`src/rtl/edge_arb_pkg.sv`:
```
// Shared types and helpers for the two-source edge-detection frame arbiter.
package edge_arb_pkg;

    localparam int unsigned RGB_W   = 24;
    localparam int unsigned SOBEL_W = 8;
    localparam int unsigned FCNT_W  = 16;

    typedef enum logic [1:0] {IDLE, FEED, DRAIN, DONE} state_t;

    function automatic int unsigned frame_pixels(input int unsigned width,
                                                 input int unsigned height);
        return width * height;
    endfunction

    // Ties go to the source that did not win last time.
    function automatic logic rr_pick(input logic req0, input logic req1, input logic last_grant);
        if (req0 && req1) begin
            return ~last_grant;
        end
        return req1;
    endfunction

endpackage

```
`src/rtl/edge_frame_arbiter_if.sv`:
```
// FIFO-side signals of the arbiter: two sources, the shared pipeline and two destinations.
interface edge_frame_arbiter_if;
    import edge_arb_pkg::*;

    logic               src0_empty;
    logic               src1_empty;
    logic [RGB_W-1:0]   src0_dout;
    logic [RGB_W-1:0]   src1_dout;
    logic               src0_rd_en;
    logic               src1_rd_en;

    logic               pipe_in_full;
    logic               pipe_in_wr_en;
    logic [RGB_W-1:0]   pipe_in_din;

    logic               pipe_out_empty;
    logic [SOBEL_W-1:0] pipe_out_dout;
    logic               pipe_out_rd_en;

    logic               dst0_full;
    logic               dst1_full;
    logic               dst0_wr_en;
    logic               dst1_wr_en;
    logic [SOBEL_W-1:0] dst0_din;
    logic [SOBEL_W-1:0] dst1_din;

    modport master (
        input  src0_empty, src1_empty, src0_dout, src1_dout,
        output src0_rd_en, src1_rd_en,
        input  pipe_in_full,
        output pipe_in_wr_en, pipe_in_din,
        input  pipe_out_empty, pipe_out_dout,
        output pipe_out_rd_en,
        input  dst0_full, dst1_full,
        output dst0_wr_en, dst1_wr_en, dst0_din, dst1_din
    );

    modport slave (
        output src0_empty, src1_empty, src0_dout, src1_dout,
        input  src0_rd_en, src1_rd_en,
        output pipe_in_full,
        input  pipe_in_wr_en, pipe_in_din,
        output pipe_out_empty, pipe_out_dout,
        input  pipe_out_rd_en,
        output dst0_full, dst1_full,
        input  dst0_wr_en, dst1_wr_en, dst0_din, dst1_din
    );

endinterface

```
`src/rtl/edge_px_counter.sv`:
```
// Per-frame pixel counter with terminal flags at N-1 and N.
module edge_px_counter #(
    parameter int unsigned N = 8,
    localparam int unsigned W = $clog2(N + 1)
) (
    input  logic         clock,
    input  logic         reset,
    input  logic         clear,
    input  logic         inc,
    output logic [W-1:0] count,
    output logic         last,
    output logic         full
);

    always_ff @(posedge clock or negedge reset) begin
        if (!reset) begin
            count <= '0;
        end else if (clear) begin
            count <= '0;
        end else if (inc) begin
            count <= count + 1'b1;
        end
    end

    assign last = (count == W'(N - 1));
    assign full = (count == W'(N));

endmodule

```
`src/rtl/edge_frame_arbiter.sv`:
```
// Time-shares one edge-detection pipeline between two pixel sources, one whole frame
// at a time, round-robin, steering results back to the matching destination.
module edge_frame_arbiter
    import edge_arb_pkg::*;
#(
    parameter int unsigned WIDTH  = 720,
    parameter int unsigned HEIGHT = 540
) (
    input  logic                  clock,
    input  logic                  reset,
    edge_frame_arbiter_if.master  bus,
    output logic                  busy,
    output logic                  frame_done,
    output logic                  frame_src,
    output logic [FCNT_W-1:0]     frame_cnt0,
    output logic [FCNT_W-1:0]     frame_cnt1
);

    localparam int unsigned N  = frame_pixels(WIDTH, HEIGHT);
    localparam int unsigned CW = $clog2(N + 1);

    state_t          state;
    logic            sel;
    logic            last_grant;
    logic            req0, req1;
    logic            src_empty, dst_full;
    logic            in_xfer, out_xfer;
    logic            cnt_clear;
    logic            in_last, in_full, out_last, out_full;
    logic [CW-1:0]   in_cnt, out_cnt;
    logic            unused_cnt;

    assign req0      = ~bus.src0_empty;
    assign req1      = ~bus.src1_empty;
    assign src_empty = sel ? bus.src1_empty : bus.src0_empty;
    assign dst_full  = sel ? bus.dst1_full  : bus.dst0_full;

    assign in_xfer   = (state == FEED) & ~src_empty & ~bus.pipe_in_full;
    // Gating on out_full keeps a misbehaving pipeline from leaking into the next frame.
    assign out_xfer  = ((state == FEED) | (state == DRAIN)) & ~bus.pipe_out_empty & ~dst_full
                       & ~out_full;
    assign cnt_clear = (state == IDLE) & (req0 | req1);

    assign bus.src0_rd_en     = in_xfer & ~sel;
    assign bus.src1_rd_en     = in_xfer & sel;
    assign bus.pipe_in_wr_en  = in_xfer;
    assign bus.pipe_in_din    = sel ? bus.src1_dout : bus.src0_dout;
    assign bus.pipe_out_rd_en = out_xfer;
    assign bus.dst0_wr_en     = out_xfer & ~sel;
    assign bus.dst1_wr_en     = out_xfer & sel;
    assign bus.dst0_din       = bus.pipe_out_dout;
    assign bus.dst1_din       = bus.pipe_out_dout;

    assign frame_src  = sel;
    assign unused_cnt = ^{in_cnt, out_cnt, in_full};

    edge_px_counter #(.N(N)) u_in_cnt (
        .clock (clock),
        .reset (reset),
        .clear (cnt_clear),
        .inc   (in_xfer),
        .count (in_cnt),
        .last  (in_last),
        .full  (in_full)
    );

    edge_px_counter #(.N(N)) u_out_cnt (
        .clock (clock),
        .reset (reset),
        .clear (cnt_clear),
        .inc   (out_xfer),
        .count (out_cnt),
        .last  (out_last),
        .full  (out_full)
    );

    always_ff @(posedge clock or negedge reset) begin
        if (!reset) begin
            state      <= IDLE;
            sel        <= 1'b0;
            last_grant <= 1'b1;
            busy       <= 1'b0;
            frame_done <= 1'b0;
            frame_cnt0 <= '0;
            frame_cnt1 <= '0;
        end else begin
            frame_done <= 1'b0;
            unique case (state)
                IDLE: begin
                    if (req0 || req1) begin
                        sel   <= rr_pick(req0, req1, last_grant);
                        state <= FEED;
                        busy  <= 1'b1;
                    end
                end
                FEED: begin
                    if (in_xfer && in_last) begin
                        if (out_full || (out_xfer && out_last)) begin
                            state      <= DONE;
                            frame_done <= 1'b1;
                        end else begin
                            state <= DRAIN;
                        end
                    end
                end
                DRAIN: begin
                    if (out_xfer && out_last) begin
                        state      <= DONE;
                        frame_done <= 1'b1;
                    end
                end
                DONE: begin
                    if (sel) begin
                        frame_cnt1 <= frame_cnt1 + 1'b1;
                    end else begin
                        frame_cnt0 <= frame_cnt0 + 1'b1;
                    end
                    last_grant <= sel;
                    state      <= IDLE;
                    busy       <= 1'b0;
                end
                default: state <= IDLE;
            endcase
        end
    end

endmodule

```
`src/flat_wrapper.sv`:
```
// flat-port wrapper written by rule: the top's interface ports become plain ports
module edge_frame_arbiter_flat import edge_arb_pkg::*;
#(
    parameter int unsigned WIDTH  = 720,
    parameter int unsigned HEIGHT = 540
)
  (clock, reset, busy, frame_done, frame_src, frame_cnt0, frame_cnt1, bus_src0_empty, bus_src1_empty, bus_src0_dout, bus_src1_dout, bus_src0_rd_en, bus_src1_rd_en, bus_pipe_in_full, bus_pipe_in_wr_en, bus_pipe_in_din, bus_pipe_out_empty, bus_pipe_out_dout, bus_pipe_out_rd_en, bus_dst0_full, bus_dst1_full, bus_dst0_wr_en, bus_dst1_wr_en, bus_dst0_din, bus_dst1_din);
  edge_frame_arbiter_if bus_i ();
  input  logic clock;
  input  logic reset;
  output logic busy;
  output logic frame_done;
  output logic frame_src;
  output logic [FCNT_W-1:0] frame_cnt0;
  output logic [FCNT_W-1:0] frame_cnt1;
  input wire logic [$bits(bus_i.src0_empty)-1:0] bus_src0_empty;
  input wire logic [$bits(bus_i.src1_empty)-1:0] bus_src1_empty;
  input wire logic [$bits(bus_i.src0_dout)-1:0] bus_src0_dout;
  input wire logic [$bits(bus_i.src1_dout)-1:0] bus_src1_dout;
  output wire logic [$bits(bus_i.src0_rd_en)-1:0] bus_src0_rd_en;
  output wire logic [$bits(bus_i.src1_rd_en)-1:0] bus_src1_rd_en;
  input wire logic [$bits(bus_i.pipe_in_full)-1:0] bus_pipe_in_full;
  output wire logic [$bits(bus_i.pipe_in_wr_en)-1:0] bus_pipe_in_wr_en;
  output wire logic [$bits(bus_i.pipe_in_din)-1:0] bus_pipe_in_din;
  input wire logic [$bits(bus_i.pipe_out_empty)-1:0] bus_pipe_out_empty;
  input wire logic [$bits(bus_i.pipe_out_dout)-1:0] bus_pipe_out_dout;
  output wire logic [$bits(bus_i.pipe_out_rd_en)-1:0] bus_pipe_out_rd_en;
  input wire logic [$bits(bus_i.dst0_full)-1:0] bus_dst0_full;
  input wire logic [$bits(bus_i.dst1_full)-1:0] bus_dst1_full;
  output wire logic [$bits(bus_i.dst0_wr_en)-1:0] bus_dst0_wr_en;
  output wire logic [$bits(bus_i.dst1_wr_en)-1:0] bus_dst1_wr_en;
  output wire logic [$bits(bus_i.dst0_din)-1:0] bus_dst0_din;
  output wire logic [$bits(bus_i.dst1_din)-1:0] bus_dst1_din;
  assign bus_i.src0_empty = bus_src0_empty;
  assign bus_i.src1_empty = bus_src1_empty;
  assign bus_i.src0_dout = bus_src0_dout;
  assign bus_i.src1_dout = bus_src1_dout;
  assign bus_src0_rd_en = bus_i.src0_rd_en;
  assign bus_src1_rd_en = bus_i.src1_rd_en;
  assign bus_i.pipe_in_full = bus_pipe_in_full;
  assign bus_pipe_in_wr_en = bus_i.pipe_in_wr_en;
  assign bus_pipe_in_din = bus_i.pipe_in_din;
  assign bus_i.pipe_out_empty = bus_pipe_out_empty;
  assign bus_i.pipe_out_dout = bus_pipe_out_dout;
  assign bus_pipe_out_rd_en = bus_i.pipe_out_rd_en;
  assign bus_i.dst0_full = bus_dst0_full;
  assign bus_i.dst1_full = bus_dst1_full;
  assign bus_dst0_wr_en = bus_i.dst0_wr_en;
  assign bus_dst1_wr_en = bus_i.dst1_wr_en;
  assign bus_dst0_din = bus_i.dst0_din;
  assign bus_dst1_din = bus_i.dst1_din;
  edge_frame_arbiter #(.WIDTH(WIDTH), .HEIGHT(HEIGHT)) u_core (.clock(clock), .reset(reset), .bus(bus_i), .busy(busy), .frame_done(frame_done), .frame_src(frame_src), .frame_cnt0(frame_cnt0), .frame_cnt1(frame_cnt1));
endmodule
```
`config.mk`:
```
export PLATFORM = sky130hd
export DESIGN_NAME = edge_frame_arbiter_flat
export DESIGN_NICKNAME = d
export VERILOG_FILES = /design/src/rtl/edge_arb_pkg.sv /design/src/rtl/edge_frame_arbiter_if.sv /design/src/rtl/edge_px_counter.sv /design/src/rtl/edge_frame_arbiter.sv /design/src/flat_wrapper.sv
export SDC_FILE = /design/constraint.sdc
export NUM_CORES = 1
export LEC_CHECK = 0
export CAP_MARGIN = 25
export CELL_PAD_IN_SITES_DETAIL_PLACEMENT = 1
export CELL_PAD_IN_SITES_GLOBAL_PLACEMENT = 1
export CORE_MARGIN = 4
export CORE_UTILIZATION = 37
export DETAILED_ROUTE_END_ITERATION = 8
export PLACE_DENSITY_LB_ADDON = 0.3
export SLEW_MARGIN = 20
export SYNTH_ARGS = -nofsm -noshare
export SYNTH_HDL_FRONTEND = slang
export SYNTH_SLANG_ARGS = --single-unit
```
`constraint.sdc`:
```
create_clock -name clock -period 4.6 [get_ports clock]
set_input_delay 1.15 -clock clock [delete_from_list [all_inputs] [get_ports clock]]
set_output_delay 1.15 -clock clock [all_outputs]
set_load 0.02 [all_outputs]
```
Yosys cells after proc, flatten, opt, wreduce, memory -nomap -nowiden:

Index checks and enable logic that the tools add are counted.

* add/sub/neg operators: 4
* equality and inequality tests: 9
* muxes and demuxes: 23
* bitwise logic cells: 21
* reduce and logical (&&, ||, !) cells: 14

Operators with widths (number)
* two-way mux 19 bit: 4
* equality test 19 bit, second input constant: 3
* adder 19 x 1 -> 19 bit, second input constant: 2
* adder 16 x 1 -> 16 bit, second input constant: 2
* two-way mux 24 bit: 1
* two-way mux 1 bit: 12
* AND 1 bit: 10
* NOT 1 bit: 9
* one-hot mux 2 bit (4 select lines): 1
* AND reduction 2 bit: 4
* two-way mux 2 bit: 3
* != test 2 bit, second input constant: 3
* nonzero test 2 bit: 3
* equality test 2 bit, second input constant: 2
* one-hot mux 1 bit (2 select lines): 2
* logical AND 1 bit: 3
* AND reduction 3 bit: 1
* equality test 2 x 1 -> 1 bit, second input constant: 1
* zero test 2 bit: 1
* logical OR 1 bit: 2
* OR 1 bit: 2

* register bits: 76
* input port bits: 64
* output and inout port bits: 81

Logic depth before layout (Yosys ltp):

* word-level depth: 10
* gate-level depth with buffers: 8
* gate-level depth less buffers: 8

Hierarchy:

Synthesis repeated with hierarchy kept, for this count alone.

* cell total of the unflattened synthesis: 447
* area total of the unflattened synthesis: 4424.2 µm²

By module, submodules not included
* edge_frame_arbiter: instances 1, cells each 211, area an instance 2252.2 µm², sequential area each 952.2 µm²
* edge_px_counter: instances 2, cells each 118, area an instance 1086.0 µm², sequential area each 475.5 µm²

Least setup slack after synthesis:

No wires, ideal clock.

* kind: input to output
* from: input bus_dst0_full
* to: output bus_dst1_wr_en
* data arrival time: 2.251 ns
* required time: 3.450 ns
* slack: 1.199 ns
* stages: 5
* buffers on the path: 0
* cells stage by stage: mux2_4 -> nor3b_1 -> o21ai_1 -> inv_1 -> and2_1

* longest elaborated chain between the ends: 5

Ends and longest elaborated chain
* start: declaration: RTL line flat_wrapper.sv:28 `input wire logic [$bits(bus_i.dst0_full)-1:0] bus_dst0_full;`
* two-way mux 1 bit: RTL line edge_frame_arbiter.sv:36 `assign dst_full = sel ? bus.dst1_full : bus.dst0_full;`
* NOT 1 bit: RTL line edge_frame_arbiter.sv:40 `assign out_xfer = ((state == FEED) | (state == DRAIN)) & ~bus.pipe_out_empty & ~dst_full`
* AND 1 bit: RTL line edge_frame_arbiter.sv:40
* AND 1 bit: RTL line edge_frame_arbiter.sv:41 `& ~out_full;`
* named net bus_pipe_out_rd_en: RTL line flat_wrapper.sv:27 `output wire logic [$bits(bus_i.pipe_out_rd_en)-1:0] bus_pipe_out_rd_en;`
* AND 1 bit: RTL line edge_frame_arbiter.sv:50 `assign bus.dst1_wr_en = out_xfer & sel;`
* end: declaration: RTL line flat_wrapper.sv:31 `output wire logic [$bits(bus_i.dst1_wr_en)-1:0] bus_dst1_wr_en;`

The timed path passes the listed nets, and every way through them passes these cells.

Worst setup path in the final report:

* from: input bus_src0_empty
* to: output bus_pipe_in_wr_en

* longest elaborated chain between the ends: 4

Ends and longest elaborated chain
* start: declaration: RTL line flat_wrapper.sv:16 `input wire logic [$bits(bus_i.src0_empty)-1:0] bus_src0_empty;`
* two-way mux 1 bit: RTL line edge_frame_arbiter.sv:35 `assign src_empty = sel ? bus.src1_empty : bus.src0_empty;`
* NOT 1 bit: RTL line edge_frame_arbiter.sv:38 `assign in_xfer = (state == FEED) & ~src_empty & ~bus.pipe_in_full;`
* AND 1 bit (2 in series): RTL line edge_frame_arbiter.sv:38
* end: declaration: RTL line flat_wrapper.sv:23 `output wire logic [$bits(bus_i.pipe_in_wr_en)-1:0] bus_pipe_in_wr_en;`

No other way between the ends.

==> results.py <==
metrics = {
    "sta": {
        "max_slew_margin": 0.6262,
        "hold_viol": 0,
        "slew_violations": 0,
        "fin_crit_ns": 4.325,
        "worstMarginPinSlew_ns": 0.5591,
        "finClkSkew_ns": 0.005434,
        "post-route-period-util": 0.9401,
        "hold_slack_ns": 0.4775,
        "tns_ns": 0,
        "rsz0062_at_grt": "no",
        "setup_viol": 0,
        "fmax_mhz": 231.2,
    },
    "synthesis": {
        "synth_top_family_by_area": "simple AND/OR/NAND/NOR gates",
        "synth_warnings": 0,
        "synthAdderAreaFrac": 0.02926,
        "postSynthAreaPerCell_um2": 10.16,
        "synth_area_mm2": 0.004277,
        "synth_compound_area_frac": 0.04096,
        "synth-simple-area-share": 0.2244,
        "synth_edf_count": 0,
        "synth_nets": 495,
        "syn_inst": 421,
        "synth_ff_type": "dfrtp_1",
        "synthArstFlopShare": 1.000,
        "ys_ff_latch": 76,
        "ys_seq_area_frac": 0.4450,
        "synth.distinct_cells": 47,
        "synth.area.mux_share": 0.08543,
        "synth_xor_area_frac": 0.1188,
    },
    "clock_network": {
        "cts.clk_slew.worst_paths_ns": 0.06,
        "root_buffer": "clkbuf_16",
        "cts_hold_buf": 0,
        "clock_sinks": 76,
        "htreeDepth": 3,
        "cts_tree": "built",
        "clk_latency_ns": 0.34,
        "cts.path.max_buffers": 2,
        "cts_resized": 0,
        "cts_inserted_buffers": 9,
        "post_cts_buffers": 0,
    },
    "cells_and_area": {
        "nFillCells": 1250,
        "final_cell_mix": "clkdlybuf4s50_1, dfrtp_1, nor2_1",
        "fin_nets": 604,
        "final_util": 0.5273,
        "layout_commonest_cell": "clkdlybuf4s50_1",
        "diodes": 0,
        "syn2layout_area_growth_pct": 36.60,
        "drive_gt1_frac": 0.1140,
    },
    "min_path": {
        "hp-class": "flop to flop",
        "hold_depth": 1,
        "hold_start": "u_core.frame_cnt0[15]$_DFFE_PN0P_",
    },
    "die": {
        "io_pins": 145,
        "placeableCoreArea_mm2": 0.01108,
        "die_w_um": 115.5,
        "row_count": 38,
        "start_util": 0.3860,
        "die-area_mm2": 0.01334,
        "die-height_um": 115.5,
    },
    "pwr": {
        "p_switching_uw": 928.7,
        "p_comb_frac": 0.390,
        "pwr-share-clk": 0.281,
        "seqPwrFrac": 0.329,
        "power.density_mw_per_mm2": 448.1,
        "p_leak_uw": 0.002452,
        "swShare": 0.3548,
        "p_int_uw": 1689,
        "ir_drop_mv": 0.2674,
    },
    "detailed_routing": {
        "avgViaCountPerCell": 5.193,
        "dr.pass1.iters": 4,
        "wire_per_inst_um": 17.97,
        "ant_nets": 0,
        "drt-total-wl_um": 12130,
        "drc_errors": 0,
        "drtIter0Drc": 229,
        "vias": 3505,
    },
    "global_route": {
        "grt_max_degree": 77,
        "grt.total_usage": 0.1851,
        "globalRouteOverflowTotal": 0,
        "first_global_vias": 3843,
        "antenna_found_initial": 0,
        "grt_pass1_wl_um": 19580,
    },
    "placement": {
        "numPortBuffers": 120,
        "post-dp-hpwl_um": 8981,
        "finalWeightedCongestion": 0.7252,
    },
    "worst_setup_path": {
        "worstSetupEndpointType": "output port",
        "worstPathArrival_ns": 3.17,
        "startpoint": "bus_src0_empty",
        "reg2reg_from": "u_core.state[1]$_DFFE_PN0P_",
        "path_class": "input port to output port",
        "worstRegToRegCells": 7,
        "cp_max_fo": 6,
        "start_kind": "input port",
        "critPathRequiredTime_ns": 3.45,
    },
    "status": {
        "status": "finished clean",
    },
    "flow_run": {
        "maxCapViolCount": 0,
    },
}
cell families (layout without fill, tap and decap cells):
logic type      count (synthesis)  count (layout)
simple gates                  172             172
flops                          76              76
xor+xnor                       58              58
buf+inv                        44             158
mux                            32              32
compound gates                 29              29
fa+ha+maj                      10              10
cell type report:
cell class / instances / area (um^2) / share of cell area
multi-input combinational: 301 / 2137 / 0.3658
tap: 140 / 175.2 / 0.02999
clock inverter: 6 / 71.32 / 0.01221
inverter: 16 / 60.06 / 0.01028
sequential: 76 / 1903 / 0.3258
timing repair buffer: 126 / 1256 / 0.2150
clock buffer: 10 / 239.0 / 0.04091
path summary, 6_finish.rpt:
kind,slack (ns),to
max in group asynchronous,3.18,u_core.last_grant$_DFFE_PN1P_
worst min register to register,0.48,u_core.frame_cnt0[15]$_DFFE_PN0P_
min in group asynchronous,0.76,u_core.frame_cnt0[14]$_DFFE_PN0P_
worst min-delay path,0.48,u_core.frame_cnt0[15]$_DFFE_PN0P_
worst max-delay path,0.28,bus_pipe_in_wr_en
worst max register to register,2.03,u_core.state[1]$_DFFE_PN0P_
cells in the mapped netlist, drive strengths merged, types with 5 or more instances:
library cell | instances | area [um^2]
o21ai | 9 | 45.04
clkbuf | 10 | 37.54
and4 | 5 | 43.79
a21oi | 10 | 50.05
xor2 | 18 | 157.7
ha | 10 | 125.1
or3 | 5 | 31.28
mux2 | 30 | 345.3
dfrtp | 75 | 1877
nand3 | 23 | 120.1
and3 | 9 | 56.30
nand2 | 26 | 97.59
inv | 16 | 60.06
nor4 | 6 | 88.83
buf | 18 | 142.6
nor3 | 8 | 40.04
nand4 | 19 | 118.9
xnor2 | 40 | 350.3
nor2 | 47 | 176.4
sequential cells by signal, indices dropped and copies added (netlist names):
signal                  flops
u_core.frame_src            1
u_core.frame_cnt1          16
u_core.u_in_cnt.count      19
u_core.frame_cnt0          16
u_core.last_grant           1
u_core.u_out_cnt.count     19
u_core.state                2
u_core.busy                 1
u_core.frame_done           1
worst max-delay path, cell delays in order:
cell,delay [ns]
clkdlybuf4s50_1,0.55
mux2_4,0.35
or2_2,0.33
inv_1,0.16
clkdlybuf4s50_1,0.63
metrics by stage:
stage / worst slack, ns / instances / instance area, um^2 / total power [uW]
after floorplan: 1.199 / 421 / 4277 / 1466
after global placement: 0.3483 / 658 / 5512 / 1863
after detailed placement: 0.3047 / 658 / 5512 / 1895
after CTS: 0.2750 / 674 / 5822 / 2651
after global routing: 0.1594 / 675 / 5842 / 2791
final: 0.2755 / 675 / 5842 / 2618
metal layers:
metal,track usage,vias up,wire (um)
li1,-,1664,-
met1,0.2364,1758,5227
met2,0.3156,72,6261
met3,0.04909,11,550
met4,0.04147,0,89
met5,0,-,0
power groups by stage:
| stage | logic [uW] | clock network (uW) | registers (uW) |
|---|---|---|---|
| 2_1_floorplan | 571 | 0 | 895 |
| 3_3_place_gp | 997 | 0 | 866 |
| 3_5_place_dp | 1020 | 0 | 871 |
| 4_1_cts | 1040 | 753 | 860 |
| 5_1_grt | 1120 | 795 | 879 |
| 6_report | 1020 | 736 | 860 |
No activity file was read; power rests on OpenSTA's default activity.
